--- src/rtl/coeff_bank_pkg.sv ---
// rtl/coeff_bank_pkg.sv - shared types and helpers for the coefficient bank
//
// Contents:
//   commit_state_t : commit FSM states (IDLE, PENDING)
//   even_parity()  : even-parity bit over the low 'width' bits of a word
package coeff_bank_pkg;

  typedef enum logic [0:0] {
    IDLE    = 1'b0,
    PENDING = 1'b1
  } commit_state_t;

  // Widest coefficient word the parity helper accepts; callers zero-extend.
  localparam int PAR_MAX_W = 64;

  // Returns the bit that makes the total count of ones (word + bit) even.
  function automatic logic even_parity(input logic [PAR_MAX_W-1:0] word,
                                       input int width);
    logic p;
    p = 1'b0;
    for (int i = 0; i < PAR_MAX_W; i++) begin
      if (i < width) p = p ^ word[i];
    end
    return p;
  endfunction

endpackage

--- src/rtl/coeff_cfg_port.sv ---
// rtl/coeff_cfg_port.sv - host config port: addressing, pointer, range check, read regs
//
// Ports:
//   clk, rst_n             : clock, asynchronous active-low reset
//   cfg_addr, cfg_autoinc  : direct address / select internal pointer
//   cfg_wr, cfg_rd         : write / read strobes (write wins on collision)
//   shadow_q               : shadow word at shadow_idx (combinational from top)
//   shadow_idx, shadow_we  : shadow bank index and qualified write enable
//   cfg_rdata, cfg_rvalid  : registered read data and valid pulse
//   cfg_err                : registered pulse on an out-of-range access
module coeff_cfg_port
  import coeff_bank_pkg::*;
#(
  parameter int DATA_W = 8,
  parameter int DEPTH  = 16,
  parameter int ADDR_W = 8,
  localparam int IDX_W = (DEPTH > 1) ? $clog2(DEPTH) : 1
) (
  input  logic              clk,
  input  logic              rst_n,
  input  logic [ADDR_W-1:0] cfg_addr,
  input  logic              cfg_wr,
  input  logic              cfg_rd,
  input  logic              cfg_autoinc,
  input  logic [DATA_W-1:0] shadow_q,
  output logic [IDX_W-1:0]  shadow_idx,
  output logic              shadow_we,
  output logic [DATA_W-1:0] cfg_rdata,
  output logic              cfg_rvalid,
  output logic              cfg_err
);

  // One extra bit so DEPTH == 2**ADDR_W is representable.
  localparam logic [ADDR_W:0] DEPTH_EXT = (ADDR_W+1)'(DEPTH);

  logic [ADDR_W-1:0] ptr;
  logic [ADDR_W-1:0] ea;
  logic [ADDR_W-1:0] ea_next;
  logic              in_range;
  logic              access;
  logic              rd_only;

  assign ea       = cfg_autoinc ? ptr : cfg_addr;
  assign in_range = ({1'b0, ea} < DEPTH_EXT);
  assign ea_next  = ({1'b0, ea} == (DEPTH_EXT - 1'b1)) ? '0 : ea + 1'b1;
  assign access   = cfg_wr | cfg_rd;
  // A read colliding with a write is dropped entirely.
  assign rd_only  = cfg_rd & ~cfg_wr;

  assign shadow_idx = ea[IDX_W-1:0];
  assign shadow_we  = cfg_wr & in_range;

  always_ff @(posedge clk or negedge rst_n) begin
    if (!rst_n) begin
      ptr        <= '0;
      cfg_rdata  <= '0;
      cfg_rvalid <= 1'b0;
      cfg_err    <= 1'b0;
    end else begin
      cfg_rvalid <= rd_only;
      cfg_err    <= access & ~in_range;
      if (rd_only) cfg_rdata <= in_range ? shadow_q : '0;
      // Out-of-range accesses leave the pointer where it was.
      if (access && in_range) ptr <= ea_next;
    end
  end

endmodule

--- src/rtl/coeff_bank.sv ---
// rtl/coeff_bank.sv - double-buffered coefficient store with frame-aligned commit
//
// Optional feature macro: CFG_PARITY_EN (per-word even parity, checked on tap read)
//
// Ports:
//   clk, rst_n                         : clock, asynchronous active-low reset
//   cfg_addr/wdata/wr/rd/autoinc       : host access to the shadow bank
//   cfg_rdata, cfg_rvalid, cfg_err     : host read response / error pulse
//   commit_req, frame_sync             : copy request, frame boundary strobe
//   commit_pending, commit_done        : request outstanding / copy-done pulse
//   tap_addr, tap_data, tap_perr       : registered datapath read of the active bank
module coeff_bank
  import coeff_bank_pkg::*;
#(
  parameter int DATA_W = 8,
  parameter int DEPTH  = 16,
  parameter int ADDR_W = 8
) (
  input  logic              clk,
  input  logic              rst_n,
  input  logic [ADDR_W-1:0] cfg_addr,
  input  logic [DATA_W-1:0] cfg_wdata,
  input  logic              cfg_wr,
  input  logic              cfg_rd,
  input  logic              cfg_autoinc,
  output logic [DATA_W-1:0] cfg_rdata,
  output logic              cfg_rvalid,
  output logic              cfg_err,
  input  logic              commit_req,
  input  logic              frame_sync,
  output logic              commit_pending,
  output logic              commit_done,
  input  logic [ADDR_W-1:0] tap_addr,
  output logic [DATA_W-1:0] tap_data,
  output logic              tap_perr
);

  localparam int IDX_W = (DEPTH > 1) ? $clog2(DEPTH) : 1;
  localparam logic [ADDR_W:0] DEPTH_EXT = (ADDR_W+1)'(DEPTH);

  logic [DATA_W-1:0] shadow_mem [DEPTH];
  logic [DATA_W-1:0] active_mem [DEPTH];

  logic [IDX_W-1:0]  shadow_idx;
  logic              shadow_we;
  logic [DATA_W-1:0] shadow_q;

  assign shadow_q = shadow_mem[shadow_idx];

  coeff_cfg_port #(
    .DATA_W (DATA_W),
    .DEPTH  (DEPTH),
    .ADDR_W (ADDR_W)
  ) u_cfg_port (
    .clk         (clk),
    .rst_n       (rst_n),
    .cfg_addr    (cfg_addr),
    .cfg_wr      (cfg_wr),
    .cfg_rd      (cfg_rd),
    .cfg_autoinc (cfg_autoinc),
    .shadow_q    (shadow_q),
    .shadow_idx  (shadow_idx),
    .shadow_we   (shadow_we),
    .cfg_rdata   (cfg_rdata),
    .cfg_rvalid  (cfg_rvalid),
    .cfg_err     (cfg_err)
  );

  // ---------------- commit FSM ----------------
  commit_state_t state;
  logic          copy_now;

  assign copy_now = frame_sync & (commit_req | (state == PENDING));

  always_ff @(posedge clk or negedge rst_n) begin
    if (!rst_n) begin
      state          <= IDLE;
      commit_pending <= 1'b0;
      commit_done    <= 1'b0;
    end else begin
      commit_done <= copy_now;
      case (state)
        IDLE: begin
          if (commit_req && !frame_sync) begin
            state          <= PENDING;
            commit_pending <= 1'b1;
          end
        end
        PENDING: begin
          // Extra commit_req here is absorbed into the outstanding one.
          if (frame_sync) begin
            state          <= IDLE;
            commit_pending <= 1'b0;
          end
        end
        default: begin
          state          <= IDLE;
          commit_pending <= 1'b0;
        end
      endcase
    end
  end

  // ---------------- banks ----------------
  always_ff @(posedge clk or negedge rst_n) begin
    if (!rst_n) begin
      for (int i = 0; i < DEPTH; i++) shadow_mem[i] <= '0;
    end else if (shadow_we) begin
      shadow_mem[shadow_idx] <= cfg_wdata;
    end
  end

  // Non-blocking copy samples shadow before this cycle's write lands.
  always_ff @(posedge clk or negedge rst_n) begin
    if (!rst_n) begin
      for (int i = 0; i < DEPTH; i++) active_mem[i] <= '0;
    end else if (copy_now) begin
      for (int i = 0; i < DEPTH; i++) active_mem[i] <= shadow_mem[i];
    end
  end

  // ---------------- tap port ----------------
  logic             tap_in_range;
  logic [IDX_W-1:0] tap_idx;

  assign tap_in_range = ({1'b0, tap_addr} < DEPTH_EXT);
  assign tap_idx      = tap_addr[IDX_W-1:0];

  always_ff @(posedge clk or negedge rst_n) begin
    if (!rst_n) begin
      tap_data <= '0;
    end else begin
      tap_data <= tap_in_range ? active_mem[tap_idx] : '0;
    end
  end

`ifdef CFG_PARITY_EN
  logic shadow_par [DEPTH];
  logic active_par [DEPTH];
  logic wdata_par;
  logic tap_calc_par;
  logic [PAR_MAX_W-1:0] wdata_ext;
  logic [PAR_MAX_W-1:0] tap_ext;

  always_comb begin
    wdata_ext = '0;
    wdata_ext[DATA_W-1:0] = cfg_wdata;
    tap_ext = '0;
    tap_ext[DATA_W-1:0] = active_mem[tap_idx];
    wdata_par    = even_parity(wdata_ext, DATA_W);
    tap_calc_par = even_parity(tap_ext, DATA_W);
  end

  always_ff @(posedge clk or negedge rst_n) begin
    if (!rst_n) begin
      for (int i = 0; i < DEPTH; i++) shadow_par[i] <= 1'b0;
    end else if (shadow_we) begin
      shadow_par[shadow_idx] <= wdata_par;
    end
  end

  always_ff @(posedge clk or negedge rst_n) begin
    if (!rst_n) begin
      for (int i = 0; i < DEPTH; i++) active_par[i] <= 1'b0;
    end else if (copy_now) begin
      for (int i = 0; i < DEPTH; i++) active_par[i] <= shadow_par[i];
    end
  end

  always_ff @(posedge clk or negedge rst_n) begin
    if (!rst_n) begin
      tap_perr <= 1'b0;
    end else begin
      tap_perr <= tap_in_range & (tap_calc_par != active_par[tap_idx]);
    end
  end
`else
  assign tap_perr = 1'b0;
`endif

endmodule

--- config.mk ---
export PLATFORM = sky130hd
export DESIGN_NAME = coeff_bank
export DESIGN_NICKNAME = d
export VERILOG_FILES = /design/src/rtl/coeff_bank_pkg.sv /design/src/rtl/coeff_cfg_port.sv /design/src/rtl/coeff_bank.sv
export SDC_FILE = /design/constraint.sdc
export NUM_CORES = 1
export LEC_CHECK = 0
export ABC_CLOCK_PERIOD_IN_PS = 2100
export BUFFER_PORTS_ARGS = -buffer_cell sky130_fd_sc_hd__buf_2
export CORE_MARGIN = 3
export CORE_UTILIZATION = 55
export CTS_BUF_LIST = sky130_fd_sc_hd__clkbuf_16
export DETAILED_ROUTE_END_ITERATION = 8
export PLACE_DENSITY = 0.75
export SLEW_MARGIN = 10
export SYNTH_ARGS = -nofsm -noshare
export SYNTH_HDL_FRONTEND = slang
export SYNTH_SLANG_ARGS = --single-unit
--- constraint.sdc ---
create_clock -name clk -period 2.1 [get_ports clk]
set_clock_uncertainty 0.15 [all_clocks]
set_input_delay 0.315 -clock clk [delete_from_list [all_inputs] [get_ports clk]]
set_output_delay 0.315 -clock clk [all_outputs]
set_load 0.1 [all_outputs]
==> summary.txt <==
Area share of the leading cell type in the synthesized netlist - 0.5087
Number of vias per cell after detailed routing - 6.180
Final worst path period share - 0.9955
Clk sinks - 285
Worst R2R End - shadow_mem[53]
Count of synthesis-stage warnings from yosys - 0
Count of final hold-check violations - 0
Worst Reg-to-Reg Cells - 6
Netlist Area Pre-Place - 14020 µm²
Slew headroom - 0.5750
Final #Nets - 1501
Crit path time final - 2.091 ns
Fraction of layout cells with a size suffix above 1 - 0.2925
Critical path capture point type - flip-flop
PortBufs - 50
Insertion delay of the later-clocked pin in the worst-skew pair - 0.56 ns
Endpoint of the most critical setup path - shadow_mem[53]
Post-synthesis cell count - 1344
Power density over the cells - 1201 nW/µm²
Routed wirelength normalized by instance count - 22.36 µm
Critical path start-end classification - flip-flop to flip-flop
Largest net degree at the start of global routing - 126
Final setup violation count - 0
Die height - 165.7 µm
Fin Hold WS - 0.03417 ns
Floorplan Core Area - 24680 µm²
Count of max-cap constraint violations - 0
First-pass GRT wire length - 64160 µm
PnR Total Power - 20090 µW
Layout Area Growth over Synthesis - 19.31%
Area of the die - 27440 µm²
Wire length reported by the detailed router - 40540 µm
Number of distinct library cells after synthesis - 62
Hold/Removal Path Class - input pin to flip-flop
Flops & latches, synth - 285
Placer's final routability congestion estimate - 0.9452
Data required time at the worst endpoint - 2.39 ns
Highest net fanout along the worst path - 5
Inserted Clock Buffers - 30
Cell types with the highest counts after synthesis - sky130_fd_sc_hd__nand2_1 (470), sky130_fd_sc_hd__dfrtp_1 (285), sky130_fd_sc_hd__mux2_2 (126)
TritonCTS clock tree - built
Starting Density - 0.5682
Antenna Violating Nets Remaining - 0
Dpl hpwl - 27830 µm
CTS clock-pin slew for the worst setup and hold paths - 0.06 ns
Total overflow reported by the global router - 0
Die extent in x - 165.7 µm
Fmax - 478.3 MHz
Detailed Routing Iterations Pass 1 - 7
Total vias in the final route - 11210
Main synth FF type - sky130_fd_sc_hd__dfrtp_1
Worst endpoint data arrival time - 2.38 ns
Core occupancy in the finished layout - 0.6779
Setup repair after global routing missed its margin - yes
Synthesized net count - 1379
Reg2reg start - u_cfg_port.ptr[1]
Number of placed I/O pins - 52
Drc violations - 0
Summed negative setup slack over all endpoints - 0 ns
Vias in the first global route - 11200
Leakage power figure - 0.008122 µW
Largest area contributor in the synthesized netlist - sky130_fd_sc_hd__dfrtp_1
Top-count cell post-synth - sky130_fd_sc_hd__nand2_1
Cell types with the largest area share after synthesis - sky130_fd_sc_hd__dfrtp_1 (51%), sky130_fd_sc_hd__nand2_1 (13%), sky130_fd_sc_hd__mux2_2 (10%), sky130_fd_sc_hd__mux4_2 (6.4%), sky130_fd_sc_hd__a21oi_1 (1.7%)
Async set-reset flop share out of synthesis - 1.000
Worst R2R Setup Slack - 0.009 ns
Number of fill cells - 1864
Timing startpoint of the critical path - u_cfg_port.ptr[1]
Sort of element at the start of the critical path - flip-flop
Total global routing track utilization - 0.2934
Clock root cell - sky130_fd_sc_hd__clkbuf_16
Standard-cell row count - 57
Peak ir drop on the vdd network - 703.9 µV
Number of antenna violations at the first check in global routing - 2
Number of flops mapped to enable cells by yosys - 0
Register area share after synthesis - 0.5087
Max H-tree Level - 1
Max Transition Viols Final - 0
Mean instance size in the synthesized netlist - 10.43 µm²
Worst slew pin tran - 0.6374 ns
Deepest clock path buffer count - 3
Result of the run - finished clean
DRC marker count from the first detailed-route iteration - 1207
report_power, final:
group          switching (µW)  leakage [µW]  internal, µW
Combinational            3060       0.00385          2760
Clock                    2150      0.000497          3120
Sequential               1630       0.00377          7370
cell type report:
class                           instances  area, µm²  share of cell area
Multi-Input combinational cell        955       6608              0.3950
Clock buffer                           31      775.7             0.04637
Timing Repair Buffer                  178       1545             0.09237
Inverter                               16      61.31            0.003665
Tap cell                              324      405.4             0.02423
Sequential cell                       285       7133              0.4264
Clock inverter                         22      195.2             0.01167
Antenna cell                            2      5.005           0.0002992
routing by layer:
layer	track usage	routed length, µm	vias up	share of wire
li1	-	-	4873	-
met1	0.4166	16570	5651	0.41
met2	0.4607	18950	571	0.47
met3	0.05481	3415	110	0.084
met4	0.1016	1606	0	0.040
met5	0	0	-	0
repair_timing:
item	in CTS	in global routing
gates resized for setup	6	20
hold buffers	4	0
setup buffers	0	7
setup endpoints to repair	31	74
hold endpoints to repair	287	0
pin swaps	0	7
stage by stage:
stage	cells	worst slack [ns]	cell area [µm²]
detailed placement	1747	-0.3395	15560
global placement	1747	-0.3197	15560
CTS	1804	-0.01411	16590
floorplan	1344	-0.1376	14140
finish	1813	0.009406	16730
global route	1813	-0.06789	16730
flip-flops by register name, summed over array words and instances (netlist names):
name	flops
state	1
u_cfg_port.ptr	8
u_cfg_port.cfg_rvalid	1
commit_pending	1
u_cfg_port.cfg_err	1
tap_data	8
shadow_mem	128
u_cfg_port.cfg_rdata	8
active_mem	128
commit_done	1
critical path, cell delays in order, from the launching register on:
cell,delay [ns]
sky130_fd_sc_hd__dfrtp_1,0.43
sky130_fd_sc_hd__mux2i_4,0.24
sky130_fd_sc_hd__ha_1,0.27
sky130_fd_sc_hd__nand2_4,0.12
sky130_fd_sc_hd__nor3_4,0.23
sky130_fd_sc_hd__buf_4,0.21
sky130_fd_sc_hd__mux2_2,0.33
layout by cell type (no fill, tap or decap), types with 17 or more instances in the layout:
cell / Yosys / final
sky130_fd_sc_hd__a211oi_1: 24 / 20
sky130_fd_sc_hd__a21oi_1: 49 / 49
sky130_fd_sc_hd__buf_12: 0 / 23
sky130_fd_sc_hd__buf_2: 17 / 49
sky130_fd_sc_hd__buf_4: 4 / 94
sky130_fd_sc_hd__clkbuf_16: 0 / 31
sky130_fd_sc_hd__dfrtp_1: 285 / 284
sky130_fd_sc_hd__inv_1: 14 / 20
sky130_fd_sc_hd__mux2_2: 126 / 116
sky130_fd_sc_hd__mux4_2: 40 / 40
sky130_fd_sc_hd__nand2_1: 470 / 470
sky130_fd_sc_hd__nor2_1: 17 / 17
sky130_fd_sc_hd__nor2b_1: 35 / 35
sky130_fd_sc_hd__o21ai_0: 39 / 37
worst min-delay path by stage:
stage                            endpoint  cells after the start    from
floorplan                   active_mem[0]                      0   rst_n
global placement           active_mem[40]                      1   rst_n
detailed placement         active_mem[40]                      1   rst_n
CTS                 u_cfg_port.cfg_rvalid                      3  cfg_rd
global route           u_cfg_port.cfg_err                      3  cfg_rd
finish              u_cfg_port.cfg_rvalid                      3  cfg_rd
logic make-up (layout without fill, tap and decap cells):
| family | Yosys count | after routing | synth area share |
|---|---|---|---|
| adder cells (fa/ha/maj) | 4 | 4 | 0.003570 |
| AO/OA/AOI/OAI | 208 | 208 | 0.1007 |
| XOR/XNOR | 1 | 1 | 0.0006248 |
| AND/OR/NAND/NOR | 569 | 569 | 0.1837 |
| multiplexers | 172 | 172 | 0.1703 |
| buffers and inverters | 104 | 247 | 0.03213 |
| flip-flops | 285 | 285 | 0.5087 |
| other | 1 | 3 | 0.0002675 |
Note: power is estimated with default switching activity, not from simulation.
